File: src/rtl/axi_pkg.sv
`default_nettype none
// ============================================================================
// Module  : axi_pkg
// Brief   : Shared AXI4 encodings and burst-master state type.
// Rev     : 1.0  initial release
// ============================================================================
package axi_pkg;

    localparam logic [1:0] BURST_FIXED = 2'b00;
    localparam logic [1:0] BURST_INCR  = 2'b01;
    localparam logic [1:0] BURST_WRAP  = 2'b10;

    localparam logic [1:0] RESP_OKAY   = 2'b00;
    localparam logic [1:0] RESP_SLVERR = 2'b10;

    localparam int unsigned BOUNDARY_4K = 4096;

    typedef enum logic [2:0] {
        ST_IDLE = 3'd0,
        ST_AW   = 3'd1,
        ST_W    = 3'd2,
        ST_B    = 3'd3,
        ST_AR   = 3'd4,
        ST_R    = 3'd5,
        ST_ERR  = 3'd6
    } mst_state_e;

    function automatic logic [1:0] resp_max(input logic [1:0] a, input logic [1:0] b);
        return (b > a) ? b : a;
    endfunction

endpackage
`default_nettype wire

File: src/rtl/axi_burst_master.sv
`default_nettype none
// ============================================================================
// Module  : axi_burst_master
// Brief   : Turns one {dir, addr, len} command into a single AXI4 INCR burst.
// Rev     : 1.0  initial release
// ============================================================================
module axi_burst_master
    import axi_pkg::*;
#(
    parameter int AXI_DATA_WIDTH = 256,
    parameter int AXI_ADDR_WIDTH = 64,
    parameter int AXI_ID_WIDTH   = 4,
    parameter int AXI_USER_WIDTH = 1,
    parameter int AXI_ID         = 0,
    parameter int ADDR_LSB       = $clog2(AXI_DATA_WIDTH/8)
) (
    input  logic                          clk,
    input  logic                          rst_n,

    input  logic                          cmd_valid,
    output logic                          cmd_ready,
    input  logic                          cmd_write,
    input  logic [AXI_ADDR_WIDTH-1:0]     cmd_addr,
    input  logic [7:0]                    cmd_len,

    input  logic [AXI_DATA_WIDTH-1:0]     wr_data,
    input  logic [AXI_DATA_WIDTH/8-1:0]   wr_strb,
    input  logic                          wr_valid,
    output logic                          wr_ready,

    output logic [AXI_DATA_WIDTH-1:0]     rd_data,
    output logic                          rd_last,
    output logic                          rd_valid,
    input  logic                          rd_ready,

    output logic                          done,
    output logic [1:0]                    done_resp,

    output logic [AXI_ADDR_WIDTH-1:0]     aw_addr,
    output logic [7:0]                    aw_len,
    output logic [2:0]                    aw_size,
    output logic [1:0]                    aw_burst,
    output logic [AXI_ID_WIDTH-1:0]       aw_id,
    output logic                          aw_valid,
    input  logic                          aw_ready,
    output logic [2:0]                    aw_prot,
    output logic [3:0]                    aw_region,
    output logic                          aw_lock,
    output logic [3:0]                    aw_cache,
    output logic [3:0]                    aw_qos,
    output logic [AXI_USER_WIDTH-1:0]     aw_user,

    output logic [AXI_DATA_WIDTH-1:0]     w_data,
    output logic [AXI_DATA_WIDTH/8-1:0]   w_strb,
    output logic                          w_last,
    output logic [AXI_USER_WIDTH-1:0]     w_user,
    output logic                          w_valid,
    input  logic                          w_ready,

    input  logic [1:0]                    b_resp,
    input  logic [AXI_ID_WIDTH-1:0]       b_id,
    input  logic [AXI_USER_WIDTH-1:0]     b_user,
    input  logic                          b_valid,
    output logic                          b_ready,

    output logic [AXI_ADDR_WIDTH-1:0]     ar_addr,
    output logic [7:0]                    ar_len,
    output logic [2:0]                    ar_size,
    output logic [1:0]                    ar_burst,
    output logic [AXI_ID_WIDTH-1:0]       ar_id,
    output logic                          ar_valid,
    input  logic                          ar_ready,
    output logic [2:0]                    ar_prot,
    output logic [3:0]                    ar_region,
    output logic                          ar_lock,
    output logic [3:0]                    ar_cache,
    output logic [3:0]                    ar_qos,
    output logic [AXI_USER_WIDTH-1:0]     ar_user,

    input  logic [AXI_DATA_WIDTH-1:0]     r_data,
    input  logic [1:0]                    r_resp,
    input  logic                          r_last,
    input  logic [AXI_ID_WIDTH-1:0]       r_id,
    input  logic [AXI_USER_WIDTH-1:0]     r_user,
    input  logic                          r_valid,
    output logic                          r_ready
);

    localparam int unsigned BEAT_BYTES = AXI_DATA_WIDTH / 8;

    mst_state_e                  r_state;
    mst_state_e                  w_state_next;
    logic [AXI_ADDR_WIDTH-1:0]   r_addr;
    logic [7:0]                  r_len;
    logic [7:0]                  r_cnt;
    logic [1:0]                  r_resp_acc;
    logic                        r_done;
    logic [1:0]                  r_done_resp;

    logic [31:0]                 w_end_offset;
    logic                        w_cross_4k;
    logic                        w_last_beat;
    logic                        w_wbeat_fire;
    logic                        w_rbeat_fire;
    logic [1:0]                  w_resp_next;
    logic                        w_unused;

    // The boundary test uses the byte address as issued by the requester.
    assign w_end_offset = 32'(cmd_addr[11:0]) + (32'(cmd_len) + 32'd1) * BEAT_BYTES;
    assign w_cross_4k   = (w_end_offset > BOUNDARY_4K);

    assign w_last_beat  = (r_cnt == r_len);
    assign w_wbeat_fire = (r_state == ST_W) && wr_valid && w_ready;
    assign w_rbeat_fire = (r_state == ST_R) && r_valid && rd_ready;
    assign w_resp_next  = resp_max(r_resp_acc, r_resp);

    assign w_unused     = ^{b_id, b_user, r_last, r_id, r_user};

    // ------------------------------------------------------------------ state
    always_ff @(posedge clk or negedge rst_n) begin
        if (!rst_n) begin
            r_state <= ST_IDLE;
        end else begin
            r_state <= w_state_next;
        end
    end

    always_comb begin
        w_state_next = r_state;
        case (r_state)
            ST_IDLE: begin
                if (cmd_valid) begin
                    if (w_cross_4k)     w_state_next = ST_ERR;
                    else if (cmd_write) w_state_next = ST_AW;
                    else                w_state_next = ST_AR;
                end
            end
            ST_AW:   if (aw_ready) w_state_next = ST_W;
            ST_W:    if (w_wbeat_fire && w_last_beat) w_state_next = ST_B;
            ST_B:    if (b_valid) w_state_next = ST_IDLE;
            ST_AR:   if (ar_ready) w_state_next = ST_R;
            ST_R:    if (w_rbeat_fire && w_last_beat) w_state_next = ST_IDLE;
            ST_ERR:  w_state_next = ST_IDLE;
            default: w_state_next = ST_IDLE;
        endcase
    end

    // --------------------------------------------------------------- datapath
    always_ff @(posedge clk or negedge rst_n) begin
        if (!rst_n) begin
            r_addr      <= '0;
            r_len       <= '0;
            r_cnt       <= '0;
            r_resp_acc  <= RESP_OKAY;
            r_done      <= 1'b0;
            r_done_resp <= RESP_OKAY;
        end else begin
            r_done <= 1'b0;
            case (r_state)
                ST_IDLE: begin
                    if (cmd_valid) begin
                        r_addr     <= {cmd_addr[AXI_ADDR_WIDTH-1:ADDR_LSB], {ADDR_LSB{1'b0}}};
                        r_len      <= cmd_len;
                        r_cnt      <= '0;
                        r_resp_acc <= RESP_OKAY;
                    end
                end
                ST_W: begin
                    if (w_wbeat_fire) r_cnt <= r_cnt + 8'd1;
                end
                ST_B: begin
                    if (b_valid) begin
                        r_done      <= 1'b1;
                        r_done_resp <= b_resp;
                    end
                end
                ST_R: begin
                    if (w_rbeat_fire) begin
                        r_cnt      <= r_cnt + 8'd1;
                        r_resp_acc <= w_resp_next;
                        if (w_last_beat) begin
                            r_done      <= 1'b1;
                            r_done_resp <= w_resp_next;
                        end
                    end
                end
                ST_ERR: begin
                    r_done      <= 1'b1;
                    r_done_resp <= RESP_SLVERR;
                end
                default: ;
            endcase
        end
    end

    // ---------------------------------------------------------------- outputs
    always_comb begin
        cmd_ready = 1'b0;
        aw_valid  = 1'b0;
        w_valid   = 1'b0;
        wr_ready  = 1'b0;
        w_last    = 1'b0;
        b_ready   = 1'b0;
        ar_valid  = 1'b0;
        r_ready   = 1'b0;
        rd_valid  = 1'b0;
        rd_last   = 1'b0;
        case (r_state)
            ST_IDLE: cmd_ready = 1'b1;
            ST_AW:   aw_valid  = 1'b1;
            ST_W: begin
                w_valid  = wr_valid;
                wr_ready = w_ready;
                w_last   = w_last_beat;
            end
            ST_B:    b_ready   = 1'b1;
            ST_AR:   ar_valid  = 1'b1;
            ST_R: begin
                r_ready  = rd_ready;
                rd_valid = r_valid;
                rd_last  = w_last_beat;
            end
            default: ;
        endcase
    end

    assign done      = r_done;
    assign done_resp = r_done_resp;

    assign w_data    = wr_data;
    assign w_strb    = wr_strb;
    assign w_user    = '0;
    assign rd_data   = r_data;

    assign aw_addr   = r_addr;
    assign aw_len    = r_len;
    assign aw_size   = 3'(ADDR_LSB);
    assign aw_burst  = BURST_INCR;
    assign aw_id     = AXI_ID_WIDTH'(AXI_ID);
    assign aw_prot   = '0;
    assign aw_region = '0;
    assign aw_lock   = 1'b0;
    assign aw_cache  = '0;
    assign aw_qos    = '0;
    assign aw_user   = '0;

    assign ar_addr   = r_addr;
    assign ar_len    = r_len;
    assign ar_size   = 3'(ADDR_LSB);
    assign ar_burst  = BURST_INCR;
    assign ar_id     = AXI_ID_WIDTH'(AXI_ID);
    assign ar_prot   = '0;
    assign ar_region = '0;
    assign ar_lock   = 1'b0;
    assign ar_cache  = '0;
    assign ar_qos    = '0;
    assign ar_user   = '0;

endmodule
`default_nettype wire

File: config.mk
export PLATFORM = sky130hd
export DESIGN_NAME = axi_burst_master
export DESIGN_NICKNAME = d
export VERILOG_FILES = /design/src/rtl/axi_pkg.sv /design/src/rtl/axi_burst_master.sv
export SDC_FILE = /design/constraint.sdc
export NUM_CORES = 1
export LEC_CHECK = 0
export ABC_AREA = 1
export BUFFER_PORTS_ARGS = -buffer_cell sky130_fd_sc_hd__buf_2
export CAP_MARGIN = 20
export CELL_PAD_IN_SITES_DETAIL_PLACEMENT = 0
export CELL_PAD_IN_SITES_GLOBAL_PLACEMENT = 1
export CORE_AREA = 10 10 532 534
export CTS_BUF_LIST = sky130_fd_sc_hd__clkbuf_16
export DETAILED_ROUTE_END_ITERATION = 12
export DIE_AREA = 0 0 542 544
export GPL_TIMING_DRIVEN = 0
export PLACE_DENSITY = 0.33
export SYNTH_ARGS = -nofsm -noshare
export SYNTH_HDL_FRONTEND = slang
export SYNTH_SLANG_ARGS = --single-unit
File: constraint.sdc
create_clock -name clk -period 1.9 [get_ports clk]
set_input_delay 0.19 -clock clk [delete_from_list [all_inputs] [get_ports clk]]
set_output_delay 0.19 -clock clk [all_outputs]
set_load 0.03 [all_outputs]
---- After elaboration in Yosys (flattened, before gate mapping) ----
Index checks and enable logic that the tools add are counted.
operators by class
  multiplexer cells ....................... 35
  add/subtract/negate cells ............... 3
  eq/ne operators ......................... 16
  order comparisons ....................... 2
  reductions and logical operators ........ 15
operators by type and width
  kind                                                                               count
  3-bit two-way mux                                                                  8
  8-bit two-way mux                                                                  3
  8-bit case mux with 3 select lines                                                 1
  3-bit case mux with 6 select lines                                                 1
  12-bit by 14-bit adder with 15-bit output                                          1
  15-bit by 13-bit greater-than comparator with 1-bit output, second input constant  1
  2-bit inequality test, second input constant                                       7
  1-bit two-way mux                                                                  13
  2-bit two-way mux                                                                  6
  8-bit by 1-bit adder with 9-bit output, second input constant                      1
  3-bit equality test, second input constant                                         3
  8-bit by 1-bit adder with 8-bit output, second input constant                      1
  8-bit equality test                                                                1
  4-bit AND reduction                                                                2
  3-bit by 2-bit equality test with 1-bit output, second input constant              2
  1-bit logical AND                                                                  6
  2-bit case mux with 3 select lines                                                 1
  6-bit AND reduction                                                                1
  3-bit nonzero test                                                                 2
  2-bit by 1-bit inequality test with 1-bit output, second input constant            2
  2-bit case mux with 2 select lines                                                 1
  3-bit by 1-bit equality test with 1-bit output, second input constant              1
  3-bit zero test                                                                    1
  1-bit case mux with 3 select lines                                                 1
  4 further kinds                                                                    4
word-level totals
  word-level logic and storage cells ...... 78
  input bits .............................. 642
  output and inout bits ................... 754
  bits in registers ....................... 83

---- Longest topological paths before layout ----
Gate-level depths: netlist of run 1.
  word-level depth ........................ 6
  mapped depth ............................ 19

---- Worst setup path after synthesis of run 1 ----
Ideal clock, no wire load.
  path kind ............................... register to register
  start ................................... register r_state[0]
  end ..................................... register r_len[3], in the netlist ar_len[3]
  period minus slack after synthesis ...... 2,174 ps
  arrival ................................. 2,053 ps
  required time ........................... 1,778 ps
  setup slack ............................. -274 ps
  stages on the path, launching flop included .. 10
  path through ............................ dfrtp_1 > nor3_1 > nor2_1 > nor2_1 > nand2_2 > nor2_4 > inv_2 > buf_2 > nand2_1 > o21ai_1
between the ends
  longest elaborated chain between the ends .. 2
ends and longest elaborated chain
  what                           line                     RTL
  start, declared                axi_burst_master.sv:91   mst_state_e r_state;
  start signal, assigned         axi_burst_master.sv:124  r_state <= w_state_next;
  3-bit zero test                axi_burst_master.sv:159  case (r_state)
  2-bit AND reduction (no line)  --
  end signal, assigned           axi_burst_master.sv:163  r_len <= cmd_len;
  end, declared                  axi_burst_master.sv:94   logic [7:0] r_len;
No other way between the ends.
A chain may end at the register's enable or synchronous reset.

---- Final worst setup path of run 1 ----
  start ................................... register r_state[2]
  end ..................................... register r_addr[24], in the netlist ar_addr[24]
between the ends
  longest elaborated chain between the ends .. 2
ends and longest elaborated chain
  what                           line                     RTL
  3-bit zero test                axi_burst_master.sv:159
  2-bit AND reduction (no line)  --
  end signal, assigned           axi_burst_master.sv:162  r_addr <= {cmd_addr[AXI_ADDR_WIDTH-1:ADDR_LSB], {ADDR_LSB{1'b0}}};
  end, declared                  axi_burst_master.sv:93   logic [AXI_ADDR_WIDTH-1:0] r_addr;
No other way between the ends.

==> results of run 1 <==
## cell usage in the layout, fill, tap and decap left out, types with 9 or more instances in the layout
cell type	Yosys	layout
nand2_1	262	229
xor2_1	11	10
diode_2	0	22
dfrtp_2	0	10
ha_1	13	9
dfrtp_1	83	73
nand2_2	1	25
buf_4	675	711
buf_2	8	766
clkbuf_16	0	9
nor2_1	37	27
inv_1	54	52
buf_12	0	12
buf_6	6	11
nand3_1	16	12
conb_1	2	63
o21ai_1	5	11
buf_8	0	10
dlygate4sd3_1	0	63
## per-layer routing
layer  vias up  part of all wire  track usage
met5         -           0.00041            0
met4         6             0.017      0.01376
met3       177              0.18      0.05692
met2       957              0.50       0.1306
met1      4868              0.31      0.06483
li1       4947                 -            -
## what timing repair did
item                                    CTS  global route
gates resized for setup                 142            59
setup buffers                            36            10
endpoints found under the setup margin   90            88
hold buffers                             62             1
pin swaps                                27            25
hold endpoints to repair                 93             1
cloned                                    4             0
## sequential cells by signal, indices dropped and copies added (netlist names)
signal / cells
r_resp_acc: 2
done_resp: 2
r_state: 3
done: 1
ar_len: 8
ar_addr: 59
r_cnt: 8
## worst min-delay path, cell delays in order
cell     delay, ns
buf_2         0.11
nand2_1       0.06
nand2_1       0.05
## where the power goes
group	switching, uW	internal, uW	total [uW]
Sequential	914	2640	3550
Clock	1020	894	1910
Combinational	9850	6160	16000
## cell families after synthesis
| kind of cell | share of synthesized area |
|---|---|
| compound gates | 0.01951 |
| simple gates | 0.1448 |
| fa+ha+maj | 0.01964 |
| xor+xnor | 0.01130 |
| buf+inv | 0.5807 |
| flops | 0.2233 |
| other cells | 0.0008075 |
## cell type report
| class | count | area (sq um) | area share |
|---|---|---|---|
| clock inverter | 7 | 52.55 | 0.002621 |
| tap | 3589 | 4491 | 0.2240 |
| multi-input combinational | 458 | 2461 | 0.1228 |
| sequential | 83 | 2090 | 0.1042 |
| clock buffer | 9 | 225.2 | 0.01123 |
| inverter | 60 | 269.0 | 0.01342 |
| timing repair buffer | 887 | 5096 | 0.2542 |
| buffer | 689 | 5308 | 0.2648 |
| antenna | 22 | 55.05 | 0.002746 |
## worst max-delay path by stage
| stage | start | endpoint | slack, ns |
|---|---|---|---|
| floorplan | r_state[2]$_DFFE_PN0P_ | ar_len[3]$_DFFE_PN0P_ | 0.02 |
| global route | r_state[2]$_DFFE_PN0P_ | ar_addr[20]$_DFFE_PN0P_ | -0.33 |
| CTS | r_state[1]$_DFFE_PN0P_ | ar_addr[24]$_DFFE_PN0P_ | -0.27 |
| detailed placement | r_state[1]$_DFFE_PN0P_ | ar_addr[14]$_DFFE_PN0P_ | -1.76 |
| finish | r_state[2]$_DFFE_PN0P_ | ar_addr[24]$_DFFE_PN0P_ | -0.19 |
| global placement | r_state[1]$_DFFE_PN0P_ | ar_addr[7]$_DFFE_PN0P_ | -2.10 |
## metrics by stage
step | instance area, sq um | setup WS [ns]
finish | 20050 | -0.1913
global route | 20000 | -0.3280
CTS | 19750 | -0.2669
detailed placement | 17960 | -1.765
global placement | 17920 | -2.098
floorplan | 9539 | 0.01678
==> out/metrics.cfg, run 1 <==
[status]
outcome = finished with violations
violations = negative setup slack

[critical_path]
worst-path-buf-inv = 6
worstSetupStartpointType = register
path_delay_family = buffers and inverters
cp.required_ns = 2.21
r2r_start = r_state[2]$_DFFE_PN0P_
worstSetupPathDepth = 14
crit_path_max_incr_delay_ns = 0.44
cp-end-kind = register
reg2reg_slack_ns = -0.19
worstPathCellList = buf_6 > nor3_4 > buf_12 > o21ai_4 > nand2_4 > nor2_4 > nand2_4 > nor2_4 > buf_12 > buf_12 > buf_12 > buf_8 > nand2_2 > nand2_1
cp_max_fo = 5
slowest_stage = dfrtp_2
r2r_end = ar_addr[24]$_DFFE_PN0P_
crit_arrival_ns = 2.40
critPathKind = register to register
cp_common_cell = buf_12
worstRegToRegCells = 14

[sta]
rsz0062_at_grt = yes
finalMaxSlewViolations = 0
fin_setup_tns_ns = -10.92
hold_viol = 0
final.min_clock_period_ns = 2.091
max_freq_ghz = 0.4782
fin_hold_ws_ns = 0.04023
setup_ws_ns = -0.1913
worst_clock_skew_ns = 0.01222
setup_violations = 80
post-route-period-util = 1.101

[routing]
post_drt_wl_per_cell_microns = 19.79
finalWirelength_microns = 114900
initialDrtViolationCount = 377
antenna_left = 0
drt_pass1_iterations = 4
vias_per_cell = 1.887
vias = 10960
drc = 0

[floorplanning]
die_h_microns = 544
fp.dieW_microns = 542
start_util = 0.03414
rows = 192
pin_count = 1396
core-area_sq_um = 272400
die-area_sq_um = 294800

[cts]
cts_root_buffer = clkbuf_16
cts_tree = done
cts.sinks = 83
clk_pin_slew_ns = 0.08
clock_path_buffers = 2
clock_latency_ns = 0.41
cts_made_buffers = 9
htree_levels = 3

[yosys]
async_flop_share = 1.000
netlist_top_cells_count = buf_4 (675), nand2_1 (262), dfrtp_1 (83), inv_1 (54), nor2_1 (37)
syn-cell-area_sq_um = 9300
synth_top_area_frac = 0.5449
yosysTopAreaCell = buf_4
synth_edf_count = 0
syn_avg_cell_area_sq_um = 7.567
ys_seq_area_frac = 0.2233
synthCells = 1229
synthTopCellsByArea = buf_4 (54%), dfrtp_1 (22%), nand2_1 (11%), inv_1 (2.2%), ha_1 (1.7%)
yosysMostFrequentCell = buf_4
yosysWarnings = 0
ys_types = 29
synth_seq_cells = 83
ys.flop_type = dfrtp_1

[placement]
place_inst = 5658
io_buffer_count = 777
gp_routability_congestion = 0.8893
hpwl_microns = 108300

[min_path]
hold_path_end = ar_addr[34]$_DFFE_PN0P_
hold_depth = 3
holdCritStartpoint = cmd_addr[34]
min_path_type = input pin to register

[layout]
num-nets-final = 2844
fin_util = 0.07359
syn2layout_area_growth_pct = 115.6
drive_above_1_share = 0.7383
nFillCells = 32150
final_cells = 5804

[power_and_ir_drop]
ir_worst_vdd_v = 0.0005289
static-leakage-power_uw = 0.009882
total_power_uw = 21470
power-per-cell-area_nw_per_um2 = 1071

[global_routing]
grt_max_degree = 58
grt_pass1_vias = 12040
grt_usage = 0.07282
gr-total-overflow = 0
grt_pass1_wl_microns = 138800
antenna_found_initial = 99

[flow_run]
maxCapViolations = 0

No activity file was read; power rests on OpenSTA's default activity.
==> run 2, diff against run 1 <==
--- a/config.mk
+++ b/config.mk
@@ -18,2 +18,3 @@
 export PLACE_DENSITY = 0.33
+export SLEW_MARGIN = 5
 export SYNTH_ARGS = -nofsm -noshare
==> constraint.sdc (replaced) <==
create_clock -name clk -period 1.9 [get_ports clk]
set_input_delay 0.285 -clock clk [delete_from_list [all_inputs] [get_ports clk]]
set_output_delay 0.285 -clock clk [all_outputs]
set_load 0.03 [all_outputs]
==> run 2 against run 1 <==
Clock-buffer cell count did not move. Largest cell class unchanged. Largest power group unchanged. Non-clock buffer count down 43. The run still ends with negative setup slack left. Highest routed layer unchanged. Via count down 1.9%.
==> out/metrics.cfg, run 2 (same netlist as run 1, synthesis figures left out) <==
[placement]
io_buffer_count = 777
place_area_sq_um = 17980
hpwl_microns = 109600
gp_routability_congestion = 0.9104

[global_routing]
grt_pass1_wl_microns = 140500
grt_usage = 0.07439
antenna_found_initial = 96
gr-total-overflow = 0
grt_pass1_vias = 11710
grt_max_degree = 61

[power_and_ir_drop]
pwr-share-seq = 0.154
switching_share = 0.5409
static-leakage-power_uw = 0.009763
ir_worst_vdd_v = 0.0005095
p_comb_frac = 0.762
intPower_uw = 10390
power_frac_clock = 0.084
power-per-cell-area_nw_per_um2 = 1142
power.switching_uw = 12240

[cts]
clock_path_buffers = 2
cts_made_buffers = 9
htree_levels = 3
cts.sinks = 83
cts_tree = done
clk_pin_slew_ns = 0.08
clock_latency_ns = 0.42
cts_root_buffer = clkbuf_16

[floorplanning]
rows = 192
fp.dieW_microns = 542
die_h_microns = 544
core-area_sq_um = 272400
pin_count = 1396
start_util = 0.03414
die-area_sq_um = 294800

[sta]
final.min_clock_period_ns = 2.173
setup_ws_ns = -0.2733
fin_hold_ws_ns = 0.05877
setup_violations = 82
rsz0062_at_grt = yes
finalMaxSlewViolations = 0
tightest_slew_ns = 0.5165
max_freq_ghz = 0.4601
post-route-period-util = 1.144
hold_viol = 0
worst_clock_skew_ns = 0.008759
relSlewSlack = 0.6580
fin_setup_tns_ns = -16.60

[critical_path]
crit_arrival_ns = 2.54
worstSetupStartpointType = register
crit_path_max_incr_delay_ns = 0.44
cp_common_cell = buf_12
cp_max_fo = 5
r2r_start = r_state[1]$_DFFE_PN0P_
r2r_end = ar_addr[13]$_DFFE_PN0P_
cp-end-kind = register
cp.required_ns = 2.26
critPathKind = register to register
reg2reg_slack_ns = -0.27
slowest_stage = dfrtp_2
worstPathCellList = buf_6 > nor3_4 > inv_6 > nand2_8 > nor2_4 > nor2_4 > nand2_4 > nor2_4 > buf_12 > buf_12 > buf_12 > buf_12 > nand2_1 > nand2_1
worstRegToRegCells = 14

[routing]
vias_per_cell = 1.867
vias = 10750
antenna_left = 0
initialDrtViolationCount = 389
drc = 0
finalWirelength_microns = 117500
drt_pass1_iterations = 4
post_drt_wl_per_cell_microns = 20.41

[min_path]
min_path_type = input pin to register
hold_path_end = ar_addr[51]$_DFFE_PN0P_
holdCritStartpoint = cmd_addr[51]
hold_depth = 3

[layout]
nFillCells = 32150
multi_input_area_sq_um = 2517
drive_above_1_share = 0.7731
syn2layout_area_growth_pct = 113.1
final_cell_mix = buf_2 (765), buf_4 (715), nand2_1 (214)
num-nets-final = 2802
finish.instance_area_sq_um = 19820
seq_area_sq_um = 2095
layout_commonest_cell = buf_2
largest_reg_flops = 59

[status]
violations = negative setup slack
outcome = finished with violations

[flow_run]
maxCapViolations = 0

[run 2: changes by cell type in the layout (fill, tap and decap cells not counted), moves of 4 or more]
cell / previous run / this run
buf_16: 2 / 9
nand2_1: 229 / 214
diode_2: 22 / 16
dlygate4sd3_1: 63 / 1
buf_4: 711 / 715
dfrtp_1: 73 / 69
dfrtp_2: 10 / 14
nor2_4: 8 / 14
buf_6: 11 / 17
nand2_2: 25 / 43
[run 2: stage by stage]
| step | setup slack (ns) | std cells | power [uW] | util |
|---|---|---|---|---|
| 5_1_grt | -0.4010 | 5741 | 24380 | 0.07262 |
| 2_1_floorplan | 0.006733 | 1290 | 12370 | - |
| 4_1_cts | -0.3584 | 5724 | 23220 | 0.07170 |
| 3_5_place_dp | -1.774 | 5658 | 17460 | 0.06600 |
| 3_3_place_gp | -2.329 | 5656 | 17510 | 0.06585 |
| 6_report | -0.2733 | 5756 | 22640 | 0.07276 |
[run 2: per-layer routing]
metal  vias up  GRT usage  part of all wire
li1       4844          -                 -
met1      4748    0.07177              0.34
met2       965     0.1283              0.48
met3       168    0.05799              0.17
met4        20    0.01036             0.013
met5         -          0            0.0011
[run 2: what timing repair did]
item                                    in CTS  in global routing
pin swaps                                   45                 25
endpoints found under the setup margin      90                 90
buffers inserted                            39                 16
hold buffers                                 1                  0
gates resized for setup                    189                 37
gates cloned                                10                  0
endpoints found under the hold margin       23                  0
[run 2: area by class of cell]
class	count	share of cell area
Inverter	60	0.01326
Clock inverter	7	0.002651
Multi-Input combinational cell	458	0.1270
Clock buffer	9	0.01136
Sequential cell	83	0.1057
Antenna cell	16	0.002020
Timing Repair inverter	1	0.001010
Timing Repair Buffer	844	0.2439
Buffer	689	0.2666
Tap cell	3589	0.2265
[run 2: power by group through the flow]
stage	sequential [uW]	combinational [uW]	clock, uW
2_1_floorplan	4690	7690	0
3_3_place_gp	3600	13900	0
3_5_place_dp	3630	13800	0
4_1_cts	3630	17500	2110
5_1_grt	3640	18600	2110
6_report	3490	17200	1910
[run 2: how the worst max path moves through the flow]
stage	from	endpoint	slack [ns]	depth (start not counted)
2_1_floorplan	cmd_len[0]	r_state[0]$_DFFE_PN0P_	0.007	19
3_3_place_gp	r_state[1]$_DFFE_PN0P_	ar_addr[12]$_DFFE_PN0P_	-2.33	11
3_5_place_dp	r_state[1]$_DFFE_PN0P_	ar_addr[11]$_DFFE_PN0P_	-1.77	12
4_1_cts	r_state[1]$_DFFE_PN0P_	ar_addr[13]$_DFFE_PN0P_	-0.36	14
5_1_grt	r_state[1]$_DFFE_PN0P_	ar_addr[36]$_DFFE_PN0P_	-0.40	13
6_report	r_state[1]$_DFFE_PN0P_	ar_addr[13]$_DFFE_PN0P_	-0.27	14
[run 2: worst max-delay path, delay by kind of cell, from the launching register on]
kind          cells  cell delay, ns
buf+inv           6            0.78
flops             1            0.44
simple gates      8            0.85
==> run 3, diff against run 2 <==
- PLACE_DENSITY: 0.33 -> 0.3
==> run 3 against run 2 <==
Clock power is 7% higher. Via count is 0.62% lower. Die area stayed put. Fmax is 1.4% higher. Combinational power is 6% lower. Largest power group unchanged. Non-clock buffer count is 8 lower. Worst hold slack better by 0.0033 ns. Register-to-register slack better by 0.03 ns. Wire length is 1.8% lower. Cell area is 0.57% lower. The run still ends with negative setup slack left.
==> out/metrics.cfg, run 3 (same netlist as run 1, synthesis figures left out) <==
[global_routing]
grt_busiest_layer = met2
grt_pass1_vias = 11670
gr-total-overflow = 0
met2_usage = 0.1260
grt_usage = 0.07297
met1_usage = 0.06931
grt_util_met3 = 0.05749
grt_pass1_wl_microns = 138900
grt_max_degree = 65
antenna_found_initial = 96

[sta]
tightest_slew_ns = 0.5867
rsz0062_at_grt = yes
max_freq_ghz = 0.4667
worst_clock_skew_ns = 0.02161
fin_setup_tns_ns = -12.96
fin_hold_ws_ns = 0.06212
finalMaxSlewViolations = 0
post-route-period-util = 1.128
relSlewSlack = 0.6116
setup_violations = 83
final.min_clock_period_ns = 2.143
hold_viol = 0
setup_ws_ns = -0.2428

[placement]
place_area_sq_um = 18010
place_inst = 5659
hpwl_microns = 107800
io_buffer_count = 777
gp_routability_congestion = 0.8963

[routing]
post_drt_wl_per_cell_microns = 20.07
vias_per_cell = 1.858
antenna_left = 0
vias = 10680
initialDrtViolationCount = 281
finalWirelength_microns = 115300
drt_pass1_iterations = 4
drc = 0

[power_and_ir_drop]
p_comb_frac = 0.746
static-leakage-power_uw = 0.009703
intPower_uw = 9757
power-per-cell-area_nw_per_um2 = 1095
pwr-share-seq = 0.159
ir_worst_vdd_v = 0.0004278
power.switching_uw = 11830
switching_share = 0.5480
power_frac_clock = 0.095

[cts]
cts_tree = done
htree_levels = 3
cts_made_buffers = 9
clock_latency_ns = 0.42
clock_path_buffers = 2
clk_pin_slew_ns = 0.10
cts.sinks = 83
cts_root_buffer = clkbuf_16

[critical_path]
r2r_start = r_state[2]$_DFFE_PN0P_
critPathKind = register to output pin
worstRegToRegCells = 14
reg2reg_slack_ns = -0.24
worstSetupStartpointType = register
crit_arrival_ns = 1.86
worstPathCellList = inv_2 > nor3_4 > inv_6 > buf_12 > buf_4 > nor2_4 > buf_6
crit_path_max_incr_delay_ns = 0.41
r2r_end = ar_addr[31]$_DFFE_PN0P_
cp_max_fo = 5
cp-end-kind = output pin
slowest_stage = dfrtp_2
cp.required_ns = 1.62

[layout]
layout_commonest_cell = buf_2
final_cells = 5747
multi_input_area_sq_um = 2571
final_cell_mix = buf_2 (764), buf_4 (707), nand2_1 (216)
syn2layout_area_growth_pct = 111.9
nFillCells = 32190
largest_reg_flops = 59
drive_above_1_share = 0.7694
seq_area_sq_um = 2091
fin_util = 0.07234
num-nets-final = 2793
finish.instance_area_sq_um = 19710

[floorplanning]
pin_count = 1396
fp.dieW_microns = 542
die_h_microns = 544
rows = 192
start_util = 0.03414
core-area_sq_um = 272400
die-area_sq_um = 294800

[status]
violations = negative setup slack
outcome = finished with violations

[min_path]
hold_path_end = ar_addr[13]$_DFFE_PN0P_
hold_depth = 3
min_path_type = input pin to register
holdCritStartpoint = cmd_addr[13]

[flow_run]
maxCapViolations = 0

## run 3: changes by cell type in the layout (fill, tap and decap cells not counted), moves of 4 or more
| cell | change |
|---|---|
| clkinvlp_4 | -4 |
| nand2_2 | -5 |
| a21oi_2 | +5 |
| buf_8 | -6 |
| dlygate4sd3_1 | +12 |
| buf_4 | -8 |
| a21oi_1 | -5 |
| buf_16 | -6 |
## run 3: timing repair
item	in CTS	in global routing
hold endpoints to repair	31	0
setup endpoints to repair	91	91
buffers inserted	27	11
resized for setup	132	91
gates cloned	5	2
pin swaps	29	33
hold buffers	13	0
## run 3: how the worst max path moves through the flow
stage,from,to,slack (ns),cells after the start
6_report,r_state[2]$_DFFE_PN0P_,rd_last,-0.24,7
5_1_grt,r_state[1]$_DFFE_PN0P_,ar_addr[37]$_DFFE_PN0P_,-0.41,13
4_1_cts,ar_len[7]$_DFFE_PN0P_,rd_last,-0.38,6
3_5_place_dp,r_state[1]$_DFFE_PN0P_,ar_addr[52]$_DFFE_PN0P_,-1.80,12
3_3_place_gp,r_state[1]$_DFFE_PN0P_,ar_addr[47]$_DFFE_PN0P_,-2.38,11
2_1_floorplan,cmd_len[0],r_state[0]$_DFFE_PN0P_,0.007,19
## run 3: cell type report
cell class,instances,area share
multi-input cells,458,0.1305
plain buffers,689,0.2675
repair buffers,836,0.2385
well taps,3589,0.2279
clock inverters,7,0.003111
inverters,60,0.01308
clock buffers,9,0.01143
flip-flops and latches,83,0.1061
diodes,16,0.002032
## run 3: metal layers
metal	up-vias	wire length, microns	part of all wire
li1	4828	-	-
met4	16	1841	0.016
met3	172	20270	0.18
met1	4677	38260	0.33
met5	-	116	0.0010
met2	985	54850	0.48
## run 3: metrics by stage
stage	setup slack [ns]	power [uW]
3_3_place_gp	-2.378	17460
3_5_place_dp	-1.801	17400
4_1_cts	-0.3826	22000
5_1_grt	-0.4101	23490
2_1_floorplan	0.006733	12370
6_report	-0.2428	21590
## run 3: critical path, delay by kind of cell, from the launching register on
family	cells	cell delay, ns
buffers and inverters	5	0.64
and+or+nand+nor	2	0.36
DFF	1	0.41
## run 3: power by group through the flow
stage / combinational [uW] / clock (uW) / sequential (uW)
after floorplan: 7690 / 0 / 4690
after global placement: 13900 / 0 / 3540
after detailed placement: 13800 / 0 / 3560
after CTS: 16300 / 2250 / 3490
after global routing: 17600 / 2280 / 3600
final: 16100 / 2040 / 3430
